File: src/rtl/conv_window_scheduler.sv
// conv_window_scheduler
//   Walks a 3x3 window across an IMG_W x IMG_H image stored one 32-bit word
//   per pixel. For every window position it fetches the nine pixels and
//   presents them to an external dot-product unit. It then waits for that
//   unit's result and writes the result to a (IMG_W-2) x (IMG_H-2) result
//   memory in row-major order.
//
// Ports
//   clk, rst             : clock, asynchronous active-high reset
//   start                : begin one full-image pass (sampled in IDLE only)
//   busy, done           : pass in progress / one-cycle end-of-pass pulse
//   img_rd_en/addr/data  : image memory read port (data valid 1 cycle later)
//   win_flat             : nine window words, word k at bits [32k+31:32k]
//   dot_initate          : one-cycle start pulse to the dot-product unit
//   dot_ready/dot_result : completion flag and result from the dot-product unit
//   res_wr_en/addr/data  : result memory write port
//
// Build option
//   SCHED_RELU_EN : when defined, negative results (bit 31 set) are written as 0.
module conv_window_scheduler #(
    parameter int IMG_W = 8,
    parameter int IMG_H = 8,
    parameter int AW    = 16
) (
    input  logic          clk,
    input  logic          rst,
    input  logic          start,
    output logic          busy,
    output logic          done,
    output logic          img_rd_en,
    output logic [AW-1:0] img_rd_addr,
    input  logic [31:0]   img_rd_data,
    output logic [287:0]  win_flat,
    output logic          dot_initate,
    input  logic          dot_ready,
    input  logic [31:0]   dot_result,
    output logic          res_wr_en,
    output logic [AW-1:0] res_wr_addr,
    output logic [31:0]   res_wr_data
);

    typedef enum logic [2:0] {
        IDLE, FETCH, LAST, FIRE, WAIT_DOT, WRITE, ADV, FIN
    } state_t;

    localparam logic [AW-1:0] IMG_W_A  = AW'(IMG_W);
    localparam logic [AW-1:0] RES_W_A  = AW'(IMG_W - 2);
    localparam logic [AW-1:0] COL_LAST = AW'(IMG_W - 3);
    localparam logic [AW-1:0] ROW_LAST = AW'(IMG_H - 3);

    state_t        state_q, state_d;
    logic [3:0]    k_q, k_d;
    logic [AW-1:0] row_q, row_d;
    logic [AW-1:0] col_q, col_d;
    logic [31:0]   win_q [0:8];
    logic [31:0]   win_d [0:8];

    logic          busy_q, busy_d;
    logic          done_q, done_d;
    logic          rd_en_q, rd_en_d;
    logic [AW-1:0] rd_addr_q, rd_addr_d;
    logic          dot_init_q, dot_init_d;
    logic          wr_en_q, wr_en_d;
    logic [AW-1:0] wr_addr_q, wr_addr_d;
    logic [31:0]   wr_data_q, wr_data_d;

    // Row / column offset of window element k inside the 3x3 window.
    function automatic logic [AW-1:0] k_row(input logic [3:0] k);
        case (k)
            4'd3, 4'd4, 4'd5: return AW'(1);
            4'd6, 4'd7, 4'd8: return AW'(2);
            default:          return '0;
        endcase
    endfunction

    function automatic logic [AW-1:0] k_col(input logic [3:0] k);
        case (k)
            4'd1, 4'd4, 4'd7: return AW'(1);
            4'd2, 4'd5, 4'd8: return AW'(2);
            default:          return '0;
        endcase
    endfunction

    function automatic logic [31:0] post_proc(input logic [31:0] v);
`ifdef SCHED_RELU_EN
        return v[31] ? 32'd0 : v;
`else
        return v;
`endif
    endfunction

    always_comb begin
        state_d   = state_q;
        k_d       = k_q;
        row_d     = row_q;
        col_d     = col_q;
        win_d     = win_q;
        wr_data_d = '0;

        case (state_q)
            IDLE: begin
                if (start) begin
                    row_d   = '0;
                    col_d   = '0;
                    k_d     = '0;
                    state_d = FETCH;
                end
            end
            FETCH: begin
                // Data of read k-1 arrives while read k is being issued.
                if (k_q != 4'd0) begin
                    win_d[k_q - 4'd1] = img_rd_data;
                end
                if (k_q == 4'd8) begin
                    k_d     = '0;
                    state_d = LAST;
                end else begin
                    k_d = k_q + 4'd1;
                end
            end
            LAST: begin
                win_d[8] = img_rd_data;
                state_d  = FIRE;
            end
            FIRE: state_d = WAIT_DOT;
            WAIT_DOT: begin
                if (dot_ready) begin
                    wr_data_d = post_proc(dot_result);
                    state_d   = WRITE;
                end
            end
            WRITE: state_d = ADV;
            ADV: begin
                if (col_q == COL_LAST) begin
                    if (row_q == ROW_LAST) begin
                        state_d = FIN;
                    end else begin
                        col_d   = '0;
                        row_d   = row_q + AW'(1);
                        state_d = FETCH;
                    end
                end else begin
                    col_d   = col_q + AW'(1);
                    state_d = FETCH;
                end
            end
            FIN:     state_d = IDLE;
            default: state_d = IDLE;
        endcase

        // Outputs are computed from the next state so they register cleanly.
        busy_d     = (state_d != IDLE);
        done_d     = (state_d == FIN);
        rd_en_d    = (state_d == FETCH);
        rd_addr_d  = rd_en_d ? ((row_d + k_row(k_d)) * IMG_W_A + col_d + k_col(k_d)) : '0;
        dot_init_d = (state_d == FIRE);
        wr_en_d    = (state_d == WRITE);
        wr_addr_d  = wr_en_d ? (row_d * RES_W_A + col_d) : '0;
    end

    always_ff @(posedge clk or posedge rst) begin
        if (rst) begin
            state_q    <= IDLE;
            k_q        <= '0;
            row_q      <= '0;
            col_q      <= '0;
            win_q      <= '{default: '0};
            busy_q     <= 1'b0;
            done_q     <= 1'b0;
            rd_en_q    <= 1'b0;
            rd_addr_q  <= '0;
            dot_init_q <= 1'b0;
            wr_en_q    <= 1'b0;
            wr_addr_q  <= '0;
            wr_data_q  <= '0;
        end else begin
            state_q    <= state_d;
            k_q        <= k_d;
            row_q      <= row_d;
            col_q      <= col_d;
            win_q      <= win_d;
            busy_q     <= busy_d;
            done_q     <= done_d;
            rd_en_q    <= rd_en_d;
            rd_addr_q  <= rd_addr_d;
            dot_init_q <= dot_init_d;
            wr_en_q    <= wr_en_d;
            wr_addr_q  <= wr_addr_d;
            wr_data_q  <= wr_data_d;
        end
    end

    generate
        for (genvar gi = 0; gi < 9; gi++) begin : g_win
            assign win_flat[32*gi +: 32] = win_q[gi];
        end
    endgenerate

    assign busy        = busy_q;
    assign done        = done_q;
    assign img_rd_en   = rd_en_q;
    assign img_rd_addr = rd_addr_q;
    assign dot_initate = dot_init_q;
    assign res_wr_en   = wr_en_q;
    assign res_wr_addr = wr_addr_q;
    assign res_wr_data = wr_data_q;

endmodule

File: config.mk
export PLATFORM = sky130hd
export DESIGN_NAME = conv_window_scheduler
export DESIGN_NICKNAME = d
export VERILOG_FILES = /design/src/rtl/conv_window_scheduler.sv
export SDC_FILE = /design/constraint.sdc
export NUM_CORES = 1
export LEC_CHECK = 0
export CAP_MARGIN = 40
export CORE_ASPECT_RATIO = 0.9
export CORE_MARGIN = 2
export CORE_UTILIZATION = 45
export CTS_BUF_LIST = sky130_fd_sc_hd__clkbuf_4 sky130_fd_sc_hd__clkbuf_8
export DETAILED_ROUTE_END_ITERATION = 7
export PLACE_DENSITY = 0.7
export SYNTH_ARGS = -nofsm -noshare
export SYNTH_HDL_FRONTEND = slang
export SYNTH_SLANG_ARGS = --single-unit
File: constraint.sdc
create_clock -name clk -period 15.8 [get_ports clk]
set_clock_uncertainty 0.15 [all_clocks]
set_input_delay 1.58 -clock clk [delete_from_list [all_inputs] [get_ports clk]]
set_output_delay 1.58 -clock clk [all_outputs]
set_load 0.01 [all_outputs]
Yosys cells after proc, flatten, opt, wreduce, memory -nomap -nowiden. Index checks and enable logic that the tools add are counted. Widths: inputs -> output; s select.

Add/sub/neg operators: 8. $mul: 1. $lt $le $gt $ge: 2. Equal/unequal tests: 23. Multiplexer cells: 28. Bitwise gates (word level): 1. Reduce and logical (&&, ||, !) cells: 11.

Operators by type and width (count): $bwmux 288 (1); $demux 32 s4 (1); $mux 16 (8); $mux 32 (4); $pmux 16 s2 (2); $pmux 32 s2 (1); $add 16x16->16 (3); $add 16x1->16 const B (2); $eq 16x3->1 const B (2); $pmux 3 s8 (1); $eq 3x3->1 const B (6); $eq 4x3->1 const B (4); $mul 16x2->15 const B (1); $mux 3 (5); $add 13x13->13 (1); $reduce_or 3->1 (4); $eq 3x2->1 const B (3); $eq 4x2->1 const B (2); $eq 4x4->1 const B (2); $mux 4 (2); $pmux 2 s2 (2); $pmux 4 s2 (1); $eq 3x1->1 const B (2); $ge 5x5->1 const B (1); other kinds (12) (13).

Flip-flop bits (word level): 396. Bits of input ports: 68. Output and inout port bits: 357. Word-level logic and storage cells: 95.

Logic depth before layout (Yosys ltp).
Depth after elaboration: 10. Mapped depth: 29. Mapped depth without buffers: 28.

Worst setup path before layout. No wires, ideal clock.

Path kind: input port to flip-flop. Start point: in start. End point: reg wr_addr_q[15] (netlist: res_wr_addr[15]). Setup time: 0.123 ns. Arrival: 5.572 ns. Data required time: 15.527 ns. Setup slack: 9.956 ns. Cell stages on the path: 26. Buffers on the path: 1. Cells stage by stage: nor2b_1 > nand2_1 > nand2_1 > buf_1 > nand2_1 > nand2_1 > o21ai_0 > ha_1 > inv_1 > fa_1 > nor2b_1 > o21ai_0 > a21boi_0 > o21ai_0 > a21oi_1 > o21ai_0 > a21boi_0 > nor2_1 > ha_1 > nand3_1 > o311ai_0 > a21o_1 > a21oi_1 > o21ai_0 > xnor2_1 > nor2_1.

Cells in the longest elaborated chain, start to end: 5. Elaborated cells on any way between the ends: 10. Classes of those cells: 1 x add/sub; 1 x mul; 1 x eq/ne; 7 x mux.

RTL lines: start: declaration (line 27) `input logic start,`; $mux 16 (line 102) `if (start) begin`; $pmux 16 s2 (line 100) `case (state_q)`; net row_d[1] (line 53) `logic [AW-1:0] row_q, row_d;`; $mul 16x2->15 (line 158) `wr_addr_d = wr_en_d ? (row_d * RES_W_A + col_d) : '0;`; $add 16x16->16 (line 158); $mux 16 (line 158); net wr_addr_d[15] (line 64) `logic [AW-1:0] wr_addr_q, wr_addr_d;`; end signal: assignment (line 188) `wr_addr_q <= wr_addr_d;`; end: declaration (line 64).

The timed path passes the listed nets, and every way through them passes these cells. A chain may end at the register's enable or synchronous reset.

Worst setup path after layout. Ends and elaborated chain as after synthesis.

==> flow_metrics.env <==
export IMPL_post_cts_buffers=0
export IMPL_synth_net_count=1440
export IMPL_dieArea_um2=39800
export IMPL_path_max_fanout=13
export IMPL_place_ws_ps=8830
export IMPL_root_buffer="clkbuf_8"
export IMPL_fin_util_pct=62.7
export IMPL_slew_headroom_pct=36.9
export IMPL_r2r_slack_ps=9500
export IMPL_combinationalPowerShare_pct=40.7
export IMPL_synth_top_cell_area_share_pct=57.6
export IMPL_diodes=0
export IMPL_port_buffer_count=424
export IMPL_cts_buffers=66
export IMPL_min_delay_path_class="register to register"
export IMPL_slowest_stage="o311ai_0"
export IMPL_insertion_delay_ps=610
export IMPL_cell_internal_pwr_w=0.00283
export IMPL_nets=1905
export IMPL_grt_max_degree=83
export IMPL_cts_tree="done"
export IMPL_power_switching_w=0.00134
export IMPL_final_common_cell="clkdlybuf4s50_1"
export IMPL_reg2regPathDepth=24
export IMPL_r2r_start="state_q[0]"
export IMPL_place_area_um2=22200
export IMPL_wl_per_cell_um=21.5
export IMPL_hold_end="win_flat[231]"
export IMPL_yosysUniqueCellTypes=74
export IMPL_yosysTopAreaCell="dfrtp_1"
export IMPL_synth_flop_cell="dfrtp_1"
export IMPL_reg2reg_to="res_wr_addr[15]"
export IMPL_initial_core_util_pct=45.9
export IMPL_critPathBufInv=2
export IMPL_end_kind="register"
export IMPL_clockBufferDepth=3
export IMPL_via_per_inst=5.32
export IMPL_clkSlewWorstSetupHoldPaths_ps=60
export IMPL_cpPeakStageDelay_ps=480
export IMPL_hold_viol=0
export IMPL_dpl_hpwl_um=36000
export IMPL_vias=12247
export IMPL_switching_share_pct=32.2
export IMPL_worst_slack_ps=9390
export IMPL_grt_antenna_before_repair=0
export IMPL_netlist_instances=1315
export IMPL_pwr_share_seq_pct=37.8
export IMPL_synth_area_um2=17200
export IMPL_clock_sinks=396
export IMPL_die_y_um=190
export IMPL_fin_crit_ps=6410
export IMPL_grt_overflow_total=0
export IMPL_cts_resized=0
export IMPL_mostFrequentLayoutCells="clkdlybuf4s50_1 (424), dfrtp_1 (396), mux2_2 (277)"
export IMPL_ctsHoldBuffers=0
export IMPL_rsz0062_at_grt="no"
export IMPL_ys_seq_area_share_pct=57.6
export IMPL_register_area_um2=9910
export IMPL_cap_violations=0
export IMPL_fin_area_um2=23500
export IMPL_finalCritPeriodShare_pct=40.6
export IMPL_cp_arrival_ps=6730
export IMPL_synth_area_top_cells="dfrtp_1 (58%), mux2_2 (18%), ha_1 (3.9%)"
export IMPL_p_clk_share_pct=21.5
export IMPL_holdPathStages=1
export IMPL_tns_ps=0
export IMPL_gp_congestion=0.891
export IMPL_core_area_um2=37500
export IMPL_die_x_um=210
export IMPL_cp_data_required_time_ps=16120
export IMPL_grt_pass1_vias=12555
export IMPL_powerDensity_nw_per_um2=178
export IMPL_drt_iter0_drc=666
export IMPL_drt_wl_total_um=49500
export IMPL_fmax_ghz=0.156
export IMPL_synthArstFlopShare_pct=100
export IMPL_multi_input_area_um2=7010
export IMPL_syn_area_per_cell_um2=13.1
export IMPL_grt_util_all_layers_pct=25.3
export IMPL_setup_violations=0
export IMPL_syn_to_final_growth_pct=36.5
export IMPL_p_leak_nw=10.4
export IMPL_h_tree_depth=3
export IMPL_ios=425
export IMPL_fill_cells=2957
export IMPL_grt_pass1_wl_um=76700
export IMPL_cpMostUsedCell="o21ai_0"
export IMPL_drv_slew=0
export IMPL_ys_seq_elements=396
export IMPL_drt_pass1_iterations=5
export IMPL_critical_path_top_delay_family="compound AO/OA/AOI/OAI gates"
export IMPL_yosysWarnings=0
export IMPL_status="completed"
export IMPL_min_delay_start="win_flat[231]"
export IMPL_ant_nets=0
export IMPL_worst_setup_path_start_kind="input port"
export IMPL_synth_edf_count=0
export IMPL_worstSetupPathType="input port to register"
export IMPL_tightest_slew_ps=937
export IMPL_num_rows=67
export IMPL_layout_drive_gt1_share_pct=24.5
export IMPL_totalPowerFinal_w=0.00418
export IMPL_ir_worst_vdd_uv=76.7
export IMPL_post_route_drc_count=0
power by group through the flow:
stage	clock [W]	sequential (W)	combinational (W)
2_1_floorplan	0	0.00174	0.000554
3_3_place_gp	0	0.00158	0.00168
3_5_place_dp	0	0.00160	0.00171
4_1_cts	0.000927	0.00158	0.00171
5_1_grt	0.000968	0.00163	0.00180
6_report	0.000898	0.00158	0.00170
layer usage:
layer  share of wire, %  up-vias  global-route usage [%]  wire length (um)
met5                  0        -                       0                 0
met4                3.5        0                    9.44              1750
met3                7.3      101                    7.15              3630
met2                 47      455                    41.5             23400
met1                 42     6112                    31.9             20700
li1                   -     5579                       -                 -
synth_stat cells, types with 18 or more instances:
cell type    n
dfrtp_1    396
mux2_2     277
nand2_1     72
nor2_1      58
o21ai_0     54
ha_1        53
and2_1      41
inv_1       37
xnor2_1     33
a21oi_1     29
clkbuf_1    28
nand3_1     20
xor2_1      18
cell families (layout without fill, tap and decap cells):
kind of cell | count (synthesis) | in the layout | synth area share [%]
and+or+nand+nor | 274 | 274 | 8.45
AOI/OAI and AO/OA | 161 | 161 | 6.07
muxes | 289 | 289 | 18.9
adders and majority gates | 57 | 57 | 4.32
xor gates and xnor gates | 53 | 53 | 2.78
buffers and inverters | 85 | 590 | 1.88
DFF | 396 | 396 | 57.6
final cells by class:
class	count	share of cell area (%)
Timing Repair Buffer	444	19.3
Multi-Input combinational cell	834	29.9
Clock buffer	97	5.18
Tap cell	483	2.57
Inverter	38	0.639
Sequential cell	396	42.2
Clock inverter	11	0.314
sequential cells by signal (all words and copies together) (netlist names):
name,count
win_flat,288
res_wr_data,32
col_q,16
img_rd_addr,16
res_wr_addr,16
row_q,16
k_q,4
state_q,3
busy,1
done,1
dot_initate,1
img_rd_en,1
res_wr_en,1
worst max path at each step:
stage	endpoint	startpoint	cells after the start
floorplan	busy	rst	1
global route	res_wr_addr[15]	start	26
finish	res_wr_addr[15]	start	26
detailed placement	res_wr_addr[15]	start	26
global placement	res_wr_addr[15]	start	26
CTS	res_wr_addr[15]	start	26
per-stage QoR:
stage | hold WS (ps) | std cells
global route | 358 | 2303
finish | 337 | 2303
floorplan | 298 | 1315
global placement | 315 | 2187
CTS | 338 | 2303
detailed placement | 324 | 2195
No activity file was read; power rests on OpenSTA's default activity.
